`config.mk`:
```
export PLATFORM = sky130hd
export DESIGN_NAME = v_pipe_query_flat
export DESIGN_NICKNAME = d
export VERILOG_FILES = /design/src/rtl/v_pipe_query_pkg.sv /design/src/rtl/v_pipe_query_if.sv /design/src/rtl/v_pipe_query_cmp.sv /design/src/rtl/v_pipe_query_sel.sv /design/src/rtl/v_pipe_query.sv /design/src/flat_wrapper.sv
export SDC_FILE = /design/constraint.sdc
export NUM_CORES = 2
export LEC_CHECK = 0
export BUFFER_PORTS_ARGS = -buffer_cell sky130_fd_sc_hd__buf_2
export CAP_MARGIN = 20
export CELL_PAD_IN_SITES_DETAIL_PLACEMENT = 1
export CELL_PAD_IN_SITES_GLOBAL_PLACEMENT = 2
export CORE_ASPECT_RATIO = 1.5
export CORE_UTILIZATION = 35
export CTS_CLUSTER_DIAMETER = 60
export DETAILED_ROUTE_END_ITERATION = 8
export MAX_ROUTING_LAYER = met4
export PLACE_DENSITY = 0.89
export SLEW_MARGIN = 20
export SYNTH_ARGS = -nofsm -noshare
export SYNTH_HDL_FRONTEND = slang
export SYNTH_SLANG_ARGS = --single-unit
```
`constraint.sdc`:
```
create_clock -name clk -period 7.2 [get_ports clk]
set_clock_uncertainty 0.15 [all_clocks]
set_input_delay 0.36 -clock clk [delete_from_list [all_inputs] [get_ports clk]]
set_output_delay 0.36 -clock clk [all_outputs]
set_load 0.02 [all_outputs]
```
`src/rtl/v_pipe_query_pkg.sv`:
```
// Shared types and sizing for the table query pipe.
package v_pipe_query_pkg;

    localparam int ENTRIES_N   = 8;
    localparam int KEY_BITS    = 32;
    localparam int VOLUME_BITS = 32;
    localparam int IDX_W       = $clog2(ENTRIES_N);
    localparam int CNT_W       = IDX_W + 1;

    typedef logic [KEY_BITS-1:0]    key_t;
    typedef logic [VOLUME_BITS-1:0] volume_t;
    typedef logic [IDX_W-1:0]       idx_t;
    typedef logic [CNT_W-1:0]       cnt_t;

    // Encoding 2'd3 is reserved and answered with a single miss.
    typedef enum logic [1:0] {
        QRY_TOP = 2'd0,
        QRY_KEY = 2'd1,
        QRY_ALL = 2'd2
    } query_op_t;

    typedef struct packed {
        logic    hit;
        idx_t    idx;
        key_t    key;
        volume_t volume;
        logic    last;
    } query_rsp_t;

endpackage

```
`src/rtl/v_pipe_query_if.sv`:
```
// Command, current-state and response bundle of the query pipe.
interface v_pipe_query_if;
    import v_pipe_query_pkg::*;

    logic                   i_cmd_vld;
    query_op_t              i_cmd_op;
    key_t                   i_cmd_key;
    logic                   o_cmd_rdy;
    logic [ENTRIES_N-1:0]   i_stcur_vld_r;
    key_t [ENTRIES_N-1:0]   i_stcur_keys_r;
    volume_t [ENTRIES_N-1:0] i_stcur_volumes_r;
    logic                   o_rsp_vld;
    logic                   i_rsp_rdy;
    logic                   o_rsp_hit;
    idx_t                   o_rsp_idx;
    key_t                   o_rsp_key;
    volume_t                o_rsp_volume;
    logic                   o_rsp_last;

    modport master (
        output i_cmd_vld, i_cmd_op, i_cmd_key,
        output i_stcur_vld_r, i_stcur_keys_r, i_stcur_volumes_r,
        output i_rsp_rdy,
        input  o_cmd_rdy, o_rsp_vld, o_rsp_hit, o_rsp_idx,
        input  o_rsp_key, o_rsp_volume, o_rsp_last
    );

    modport slave (
        input  i_cmd_vld, i_cmd_op, i_cmd_key,
        input  i_stcur_vld_r, i_stcur_keys_r, i_stcur_volumes_r,
        input  i_rsp_rdy,
        output o_cmd_rdy, o_rsp_vld, o_rsp_hit, o_rsp_idx,
        output o_rsp_key, o_rsp_volume, o_rsp_last
    );

endinterface

```
`src/rtl/v_pipe_query_cmp.sv`:
```
// Key equality primitive shared with the update side.
module v_pipe_query_cmp #(
    parameter int W = 32
) (
    input  logic [W-1:0] i_a,
    input  logic [W-1:0] i_b,
    output logic         o_eq
);

    assign o_eq = (i_a == i_b);

endmodule

```
`src/rtl/v_pipe_query_sel.sv`:
```
// Combinational response builder: given a table view, op, key and the index
// to present, produces the response fields and whether it ends the command.
module v_pipe_query_sel
    import v_pipe_query_pkg::*;
(
    input  logic [ENTRIES_N-1:0]    vld,
    input  key_t [ENTRIES_N-1:0]    keys,
    input  volume_t [ENTRIES_N-1:0] volumes,
    input  query_op_t               op,
    input  key_t                    key,
    input  idx_t                    idx,
    output query_rsp_t              rsp,
    output logic                    multi_hit
);

    logic [ENTRIES_N-1:0] key_eq;
    logic [ENTRIES_N-1:0] match_sel;
    cnt_t                 n_vld;
    idx_t                 match_idx;
    volume_t              match_vol;

    for (genvar i = 0; i < ENTRIES_N; i++) begin : g_cmp
        v_pipe_query_cmp #(.W(KEY_BITS)) u_cmp (
            .i_a  (keys[i]),
            .i_b  (key),
            .o_eq (key_eq[i])
        );
    end

    assign match_sel = vld & key_eq;
    assign multi_hit = |(match_sel & (match_sel - ENTRIES_N'(1)));

    // Entry count and one-hot match decode (match is at most one-hot, so OR works).
    always_comb begin
        n_vld     = '0;
        match_idx = '0;
        match_vol = '0;
        for (int i = 0; i < ENTRIES_N; i++) begin
            n_vld = n_vld + cnt_t'(vld[i]);
            if (match_sel[i]) begin
                match_idx = match_idx | idx_t'(i);
                match_vol = match_vol | volumes[i];
            end
        end
    end

    // Response fields per op; every op except a non-final QRY_ALL index ends the command.
    always_comb begin
        rsp      = '0;
        rsp.last = 1'b1;
        case (op)
            QRY_TOP: begin
                rsp.hit = vld[0];
                if (vld[0]) begin
                    rsp.key    = keys[0];
                    rsp.volume = volumes[0];
                end
            end
            QRY_KEY: begin
                rsp.hit    = |match_sel;
                rsp.idx    = match_idx;
                rsp.key    = key;
                rsp.volume = match_vol;
            end
            QRY_ALL: begin
                if (n_vld != '0) begin
                    rsp.hit    = 1'b1;
                    rsp.idx    = idx;
                    rsp.key    = keys[idx];
                    rsp.volume = volumes[idx];
                    rsp.last   = (cnt_t'(idx) == n_vld - cnt_t'(1));
                end
            end
            default: ;
        endcase
    end

endmodule

```
`src/rtl/v_pipe_query.sv`:
```
// Read-side query pipe: snapshots the current table on command accept and
// streams registered responses in index order over valid/ready.
module v_pipe_query
    import v_pipe_query_pkg::*;
(
    input  logic           clk,
    input  logic           arst_n,
    v_pipe_query_if.slave  bus
);

    typedef enum logic {IDLE, EMIT} state_t;

    state_t                  state;
    logic [ENTRIES_N-1:0]    snap_vld;
    key_t [ENTRIES_N-1:0]    snap_keys;
    volume_t [ENTRIES_N-1:0] snap_volumes;
    query_op_t               op_q;
    key_t                    key_q;
    query_rsp_t              rsp_q;
    logic                    rsp_vld;

    logic                    idle;
    logic                    accept;
    logic [ENTRIES_N-1:0]    sel_vld;
    key_t [ENTRIES_N-1:0]    sel_keys;
    volume_t [ENTRIES_N-1:0] sel_volumes;
    query_op_t               sel_op;
    key_t                    sel_key;
    idx_t                    sel_idx;
    query_rsp_t              sel_rsp;
    logic                    multi_hit;

    assign idle   = (state == IDLE);
    assign accept = bus.i_cmd_vld & idle;

    // While idle the builder looks at the live bus so the first response can be
    // loaded on the accept edge; afterwards it only sees the snapshot.
    assign sel_vld     = idle ? bus.i_stcur_vld_r     : snap_vld;
    assign sel_keys    = idle ? bus.i_stcur_keys_r    : snap_keys;
    assign sel_volumes = idle ? bus.i_stcur_volumes_r : snap_volumes;
    assign sel_op      = idle ? bus.i_cmd_op          : op_q;
    assign sel_key     = idle ? bus.i_cmd_key         : key_q;
    assign sel_idx     = idle ? '0 : rsp_q.idx + idx_t'(1);

    v_pipe_query_sel u_sel (
        .vld       (sel_vld),
        .keys      (sel_keys),
        .volumes   (sel_volumes),
        .op        (sel_op),
        .key       (sel_key),
        .idx       (sel_idx),
        .rsp       (sel_rsp),
        .multi_hit (multi_hit)
    );

    // Control FSM with snapshot and registered response outputs.
    always_ff @(posedge clk or negedge arst_n) begin
        if (!arst_n) begin
            state        <= IDLE;
            snap_vld     <= '0;
            snap_keys    <= '0;
            snap_volumes <= '0;
            op_q         <= QRY_TOP;
            key_q        <= '0;
            rsp_q        <= '0;
            rsp_vld      <= 1'b0;
        end else begin
            case (state)
                IDLE: begin
                    if (accept) begin
                        snap_vld     <= bus.i_stcur_vld_r;
                        snap_keys    <= bus.i_stcur_keys_r;
                        snap_volumes <= bus.i_stcur_volumes_r;
                        op_q         <= bus.i_cmd_op;
                        key_q        <= bus.i_cmd_key;
                        rsp_q        <= sel_rsp;
                        rsp_vld      <= 1'b1;
                        state        <= EMIT;
                    end
                end
                EMIT: begin
                    if (rsp_vld && bus.i_rsp_rdy) begin
                        if (rsp_q.last) begin
                            rsp_vld <= 1'b0;
                            state   <= IDLE;
                        end else begin
                            rsp_q <= sel_rsp;
                        end
                    end
                end
                default: state <= IDLE;
            endcase
        end
    end

    assign bus.o_cmd_rdy    = idle;
    assign bus.o_rsp_vld    = rsp_vld;
    assign bus.o_rsp_hit    = rsp_q.hit;
    assign bus.o_rsp_idx    = rsp_q.idx;
    assign bus.o_rsp_key    = rsp_q.key;
    assign bus.o_rsp_volume = rsp_q.volume;
    assign bus.o_rsp_last   = rsp_q.last;

    a_reserved_op: assert property (@(posedge clk) disable iff (!arst_n)
        accept |-> (bus.i_cmd_op != query_op_t'(2'd3)))
        else $error("reserved query op accepted");

    a_key_onehot: assert property (@(posedge clk) disable iff (!arst_n)
        (accept && bus.i_cmd_op == QRY_KEY) |-> !multi_hit)
        else $error("QRY_KEY matched more than one entry");

endmodule

```
`src/flat_wrapper.sv`:
```
// flat-port wrapper written by rule: the top's interface ports become plain ports
module v_pipe_query_flat import v_pipe_query_pkg::*;
  (clk, arst_n, bus_i_cmd_vld, bus_i_cmd_op, bus_i_cmd_key, bus_i_stcur_vld_r, bus_i_stcur_keys_r, bus_i_stcur_volumes_r, bus_i_rsp_rdy, bus_o_cmd_rdy, bus_o_rsp_vld, bus_o_rsp_hit, bus_o_rsp_idx, bus_o_rsp_key, bus_o_rsp_volume, bus_o_rsp_last);
  v_pipe_query_if bus_i ();
  input  logic clk;
  input  logic arst_n;
  input wire logic [$bits(bus_i.i_cmd_vld)-1:0] bus_i_cmd_vld;
  input wire logic [$bits(bus_i.i_cmd_op)-1:0] bus_i_cmd_op;
  input wire logic [$bits(bus_i.i_cmd_key)-1:0] bus_i_cmd_key;
  input wire logic [$bits(bus_i.i_stcur_vld_r)-1:0] bus_i_stcur_vld_r;
  input wire logic [$bits(bus_i.i_stcur_keys_r)-1:0] bus_i_stcur_keys_r;
  input wire logic [$bits(bus_i.i_stcur_volumes_r)-1:0] bus_i_stcur_volumes_r;
  input wire logic [$bits(bus_i.i_rsp_rdy)-1:0] bus_i_rsp_rdy;
  output wire logic [$bits(bus_i.o_cmd_rdy)-1:0] bus_o_cmd_rdy;
  output wire logic [$bits(bus_i.o_rsp_vld)-1:0] bus_o_rsp_vld;
  output wire logic [$bits(bus_i.o_rsp_hit)-1:0] bus_o_rsp_hit;
  output wire logic [$bits(bus_i.o_rsp_idx)-1:0] bus_o_rsp_idx;
  output wire logic [$bits(bus_i.o_rsp_key)-1:0] bus_o_rsp_key;
  output wire logic [$bits(bus_i.o_rsp_volume)-1:0] bus_o_rsp_volume;
  output wire logic [$bits(bus_i.o_rsp_last)-1:0] bus_o_rsp_last;
  assign bus_i.i_cmd_vld = bus_i_cmd_vld;
  assign bus_i.i_cmd_op = bus_i_cmd_op;
  assign bus_i.i_cmd_key = bus_i_cmd_key;
  assign bus_i.i_stcur_vld_r = bus_i_stcur_vld_r;
  assign bus_i.i_stcur_keys_r = bus_i_stcur_keys_r;
  assign bus_i.i_stcur_volumes_r = bus_i_stcur_volumes_r;
  assign bus_i.i_rsp_rdy = bus_i_rsp_rdy;
  assign bus_o_cmd_rdy = bus_i.o_cmd_rdy;
  assign bus_o_rsp_vld = bus_i.o_rsp_vld;
  assign bus_o_rsp_hit = bus_i.o_rsp_hit;
  assign bus_o_rsp_idx = bus_i.o_rsp_idx;
  assign bus_o_rsp_key = bus_i.o_rsp_key;
  assign bus_o_rsp_volume = bus_i.o_rsp_volume;
  assign bus_o_rsp_last = bus_i.o_rsp_last;
  v_pipe_query u_core (.clk(clk), .arst_n(arst_n), .bus(bus_i));
endmodule
```
* Yosys cells after proc, flatten, opt, wreduce, memory -nomap -nowiden
Index checks and enable logic that the tools add are counted.
** Cells by class
- Bitwise gates (word level) :: 10
- Multiplexer cells :: 43
- Divide/modulo/power cells :: 0
- Equality and inequality tests :: 15
- Shift operators :: 0
- Order comparisons :: 1
- Reduce and logical (&&, ||, !) cells :: 8
- $add $sub $neg :: 9
- Multipliers :: 0
** Operator list (count)
- $mux W256 :: 2
- $mux W32 :: 11
- $mux W69 :: 4
- $eq A32 B32 Y1 :: 8
- $or A32 B32 Y32 :: 7
- $bmux W32 S3 :: 2
- $pmux W64 S3 :: 1
- $pmux W69 S2 :: 1
- $mux W64 :: 1
- $add A4 B1 Y4 :: 4
- $mux W3 :: 5
- $and A8 B8 Y8 :: 1
- $mux W1 :: 8
- $mux W8 :: 1
- $ne A2 B2 Y1 const B :: 4
- $reduce_or A8 Y1 :: 1
- $mux W2 :: 3
- $pmux W3 S2 :: 1
- $reduce_and A3 Y1 :: 2
- $add A3 B1 Y4 :: 1
- $eq A3 B4 Y1 :: 1
- $lt A3 B4 Y1 const B :: 1
- $pmux W1 S2 :: 2
- $reduce_and A2 Y1 :: 2
- 12 further kinds :: 12
** Word-level totals
- Latch bits :: 0
- Memory bits (read-only) :: 0
- Bits in registers :: 625
- Memories kept :: 0
- Output and inout bits :: 71
- Input port bits :: 558
- Memory bits (writable) :: 0
- Logic and storage cells :: 112

* Logic depth before layout (Yosys ltp)
- Word-level depth :: 22
- Depth in mapped cells :: 28
- Depth with buffers taken out :: 18

* Hierarchy
A second synthesis with hierarchy kept.
** Unflattened totals
- Cells, all modules :: 4193
- Area total of the unflattened synthesis :: 39405.3 um^2
** Modules (own cells, without submodules)
- v_pipe_query :: instances 1, cells each 3262, area each 30271.5 um^2, seq. area each 15640.0 um^2
- v_pipe_query_sel :: instances 1, cells each 587, area each 6361.1 um^2, seq. area each 0.0 um^2
- v_pipe_query_cmp :: instances 8, cells each 43, area each 346.6 um^2, seq. area each 0.0 um^2

* Least setup slack after synthesis
No wires, ideal clock.
- Path type :: flip-flop to flip-flop
- Start :: register u_core.state
- End :: register u_core.rsp_q (netlist bit u_core.bus.o_rsp_volume[24])
- Buffers on the path :: 12
- Required time :: 6.985 ns
- Period minus slack after synthesis :: 6.251 ns
- Stages on the path, launching flop included :: 29
- Library setup time :: 0.065 ns
- Path slack :: 0.949 ns
- Arrival :: 6.037 ns
- Path through :: dfrtp_1 > buf_6 > buf_6 > buf_6 > buf_6 > buf_4 > buf_4 > buf_4 > buf_2 > buf_2 > buf_2 > buf_2 > a21oi_1 > fa_1 > fa_1 > fa_1 > inv_1 > ha_1 > fa_1 > inv_1 > ha_1 > o21ai_0 > nand2_1 > nor2_1 > clkbuf_1 > a22o_1 > nand2_1 > a21oi_1 > a211o_1
** On the way
- Longest elaborated chain between the ends :: 22
- Elaborated cells on any way between the ends :: 56
- Classes of those cells :: 7 x add/sub; 13 x eq/ne; 23 x mux; 10 x bitwise; 3 x reduce/logical
** RTL lines
- start, declared :: RTL line v_pipe_query.sv:13 : state_t state;
- start signal, assigned :: RTL line v_pipe_query.sv:59 : state <= IDLE;
- start signal, assigned :: RTL line v_pipe_query.sv:78 : state <= EMIT;
- start signal, assigned :: RTL line v_pipe_query.sv:85 : state <= IDLE;
- branches (longest 22 deep; another with $add A3 B1 Y4)
- end signal, assigned :: RTL line v_pipe_query.sv:76 : rsp_q <= sel_rsp;
- end signal, assigned :: RTL line v_pipe_query.sv:87 : rsp_q <= sel_rsp;
- end, declared :: RTL line v_pipe_query.sv:19 : query_rsp_t rsp_q;
Parallel ways; which one is timed is not known. The select of a mux whose other input is x is not followed.
A chain may end at the register's enable or synchronous reset.

* Worst setup path in the final report
- Start :: register u_core.state
- End :: register u_core.rsp_q (netlist bit u_core.bus.o_rsp_volume[17])
Same word-level chain as after synthesis.

==> impl_metrics.yaml <==
run_status:
  status: "completed"
clocking:
  root_buffer: "clkbuf_16"
  cts_max_level: 3
  clk_latency_ps: 700
  cts_tree: "built"
  cts_buffers: 78
  cts.sinks: 625
  clkTransAtPathRegs_ps: 70
  post_cts_resized: 0
  clockBufferDepth: 3
floorplan:
  start_util_pct: 35.41
  die_area_um2: 117400
  die_w_um: 280.1
  boundaryPins: 629
  row_count: 152
  coreArea_um2: 114700
  die_y_um: 419.1
detailed_routing:
  met3WireLength_mm: 21.20
  drtPass1Iterations: 6
  route.top_layer_used: "met4"
  post_drt_wl_per_cell_um: 33.67
  met2_length_mm: 113.0
  routed-via-count: 44730
  drtAntennaViolNets: 0
  first_iter_violations: 4545
  viasPerCell: 6.065
  wl_met1_mm: 87.78
  drcViolationCount: 0
  wl_mm: 248.3
synth:
  synth.avg_cell_area_um2: 8.480
  yosysSeqAreaShare_pct: 38.52
  ys_warn_count: 0
  yosys.cell_types.count: 72
  synth-main-ff-cell: "dfrtp_1"
  synth-edff-count: 0
  ys_ff_latch: 625
  syn_area_um2: 40600
  asyncSetResetFlopFracSynth_pct: 100.0
  syn_inst: 4788
  synth_nets: 5359
sta:
  finalHoldViolCount: 0
  hold_ws_ps: 51.86
  worst_slew_pin_slew_ps: 1353
  maxSlewViolCount: 0
  fin_tns_setup_ps: 0
  rsz0062_at_grt: "false"
  fmax_mhz: 158.0
  worst_slack_ps: 871.9
  setup_viol_count_final: 0
  slew_headroom_pct: 9.799
  fin_crit_ps: 6328
  min_period_over_period_pct: 87.89
placement:
  numPortBuffers: 628
  place.gp.congestion: 1.059
  dp_slack_ps: 1126
  dp_hpwl_mm: 166.5
critical_path:
  arrival_ps: 6720
  endpoint_kind: "flop"
  cp_max_fo: 27
  worstPathRequired_ps: 7590
  cp-start-kind: "flop"
  cp-startpoint: "u_core.state$_DFF_PN0_"
  rr_startpoint: "u_core.state$_DFF_PN0_"
  path_class: "reg -> reg"
pwr:
  ir_drop_uv: 269.8
  power.density_cell_area_nw_per_um2: 459.4
  power.leakage_nw: 24.71
worst_hold_path:
  hold_start: "bus_i_cmd_key[6]"
  hp-class: "in -> reg"
global_route:
  overflow: 0
  global_route.usage.total_pct: 42.76
  grt_pass1_wl_mm: 346.1
  grt_start_max_net_pins: 187
  grt_pass1_vias: 46790
  grt_antenna_before_repair: 33
final_layout:
  final_common_cell: "nand2_1"
  areaGrowthSynthToFinish_pct: 30.25
  final_cell_mix: "1,633 x nand2_1, 627 x buf_2, 623 x dfrtp_1"
  drive_gt1_share_pct: 19.73
  seq_area_um2: 15650
  num-nets-final: 6307
  nFillCells: 13470
  multi_input_area_um2: 22990
job:
  maxCapViolations: 0
## worst max-delay path, stage by stage (launching register included)
cell and delay, ps:
dfrtp_4 720, nor2b_1 150, a21oi_1 370, fa_1 660, fa_1 520, fa_1 490, inv_1 40, ha_1 210
fa_1 530, inv_1 80, ha_1 180, o21ai_0 130, nand2_2 440, buf_4 450, nand2_1 360, a22o_1 350
a22oi_1 180, o21ai_1 100
## area by class of cell
class,instances,share of cell area (%)
inverters,129,0.9179
clock inverters,35,0.6719
clock buffers,102,4.169
diodes,42,0.1987
flip-flops and latches,625,29.59
multi-input cells,3667,43.46
repair buffers,1235,17.35
well taps,1540,3.643
## where the power goes
part | internal, W | switching [W]
Sequential | 0.00510 | 0.00246
Combinational | 0.00475 | 0.00786
Clock | 0.00232 | 0.00181
Total | 0.0122 | 0.0121
## kinds of logic (layout without fill, tap and decap cells)
group | Yosys count | count (layout) | synth area share (%)
other | 0 | 42 | 0
and+or+nand+nor | 1980 | 1980 | 19.76
AOI/OAI and AO/OA | 866 | 866 | 14.58
muxes | 477 | 477 | 14.33
buffers and inverters | 496 | 1501 | 5.199
xor gates and xnor gates | 331 | 331 | 7.140
adders and majority gates | 13 | 13 | 0.4746
DFF | 625 | 625 | 38.52
## cell usage after synthesis, drive strengths merged (64+ instances only)
cell | number | area (µm²)
mux2i | 211 | 2148
nand2 | 1638 | 6148
dfrtp | 625 | 15640
xnor2 | 197 | 1725
a21oi | 186 | 930.9
buf | 126 | 721.9
o221ai | 66 | 584.3
mux2 | 206 | 2320
o21ai | 189 | 945.9
nor2 | 116 | 435.4
o22ai | 64 | 400.4
xor2 | 134 | 1174
clkbuf | 241 | 904.6
inv | 124 | 465.5
## final timing paths
| kind | endpoint | slack [ps] | cells after the start |
|---|---|---|---|
| max in group asynchronous | u_core.snap_keys[234]$_DFFE_PN0P_ | 5200 | 3 |
| min | u_core.key_q[6]$_DFFE_PN0P_ | 50 | 3 |
| max | u_core.bus.o_rsp_volume[17]$_DFFE_PN0P_ | 870 | 17 |
| min in group asynchronous | u_core.snap_keys[45]$_DFFE_PN0P_ | 150 | 2 |
| max reg2reg | u_core.bus.o_rsp_volume[17]$_DFFE_PN0P_ | 870 | 17 |
| min reg2reg | u_core.bus.o_rsp_key[26]$_DFFE_PN0P_ | 320 | 2 |
## layer usage
| metal | vias up | track usage, % |
|---|---|---|
| met5 | - | - |
| met4 | 0 | 39.32 |
| met2 | 2871 | 65.59 |
| met3 | 1031 | 8.676 |
| li1 | 18410 | - |
| met1 | 22420 | 46.47 |
## metrics by stage
step | instance area (µm²) | utilization, % | power [W] | instances
after CTS | 52770 | 46.02 | 0.02360 | 7332
after detailed placement | 44900 | 39.15 | 0.01921 | 6664
final | 52890 | 46.12 | 0.02430 | 7375
after global placement | 44890 | 39.14 | 0.01889 | 6663
after floorplan | 40600 | - | 0.01419 | 4788
after global routing | 52860 | 46.09 | 0.02506 | 7364
## timing repair
action	CTS	global route
hold endpoints to repair	609	0
hold buffers	531	0
setup buffers	0	0
## registers in the layout, indices dropped and copies added, names as in the netlist
signal,flops
u_core.bus.o_rsp_hit,1
u_core.bus.o_rsp_idx,3
u_core.bus.o_rsp_key,32
u_core.bus.o_rsp_last,1
u_core.bus.o_rsp_vld,1
u_core.bus.o_rsp_volume,32
u_core.key_q,32
u_core.op_q,2
u_core.snap_keys,256
u_core.snap_vld,8
u_core.snap_volumes,256
u_core.state,1
Power figures use the tool's default switching activity.
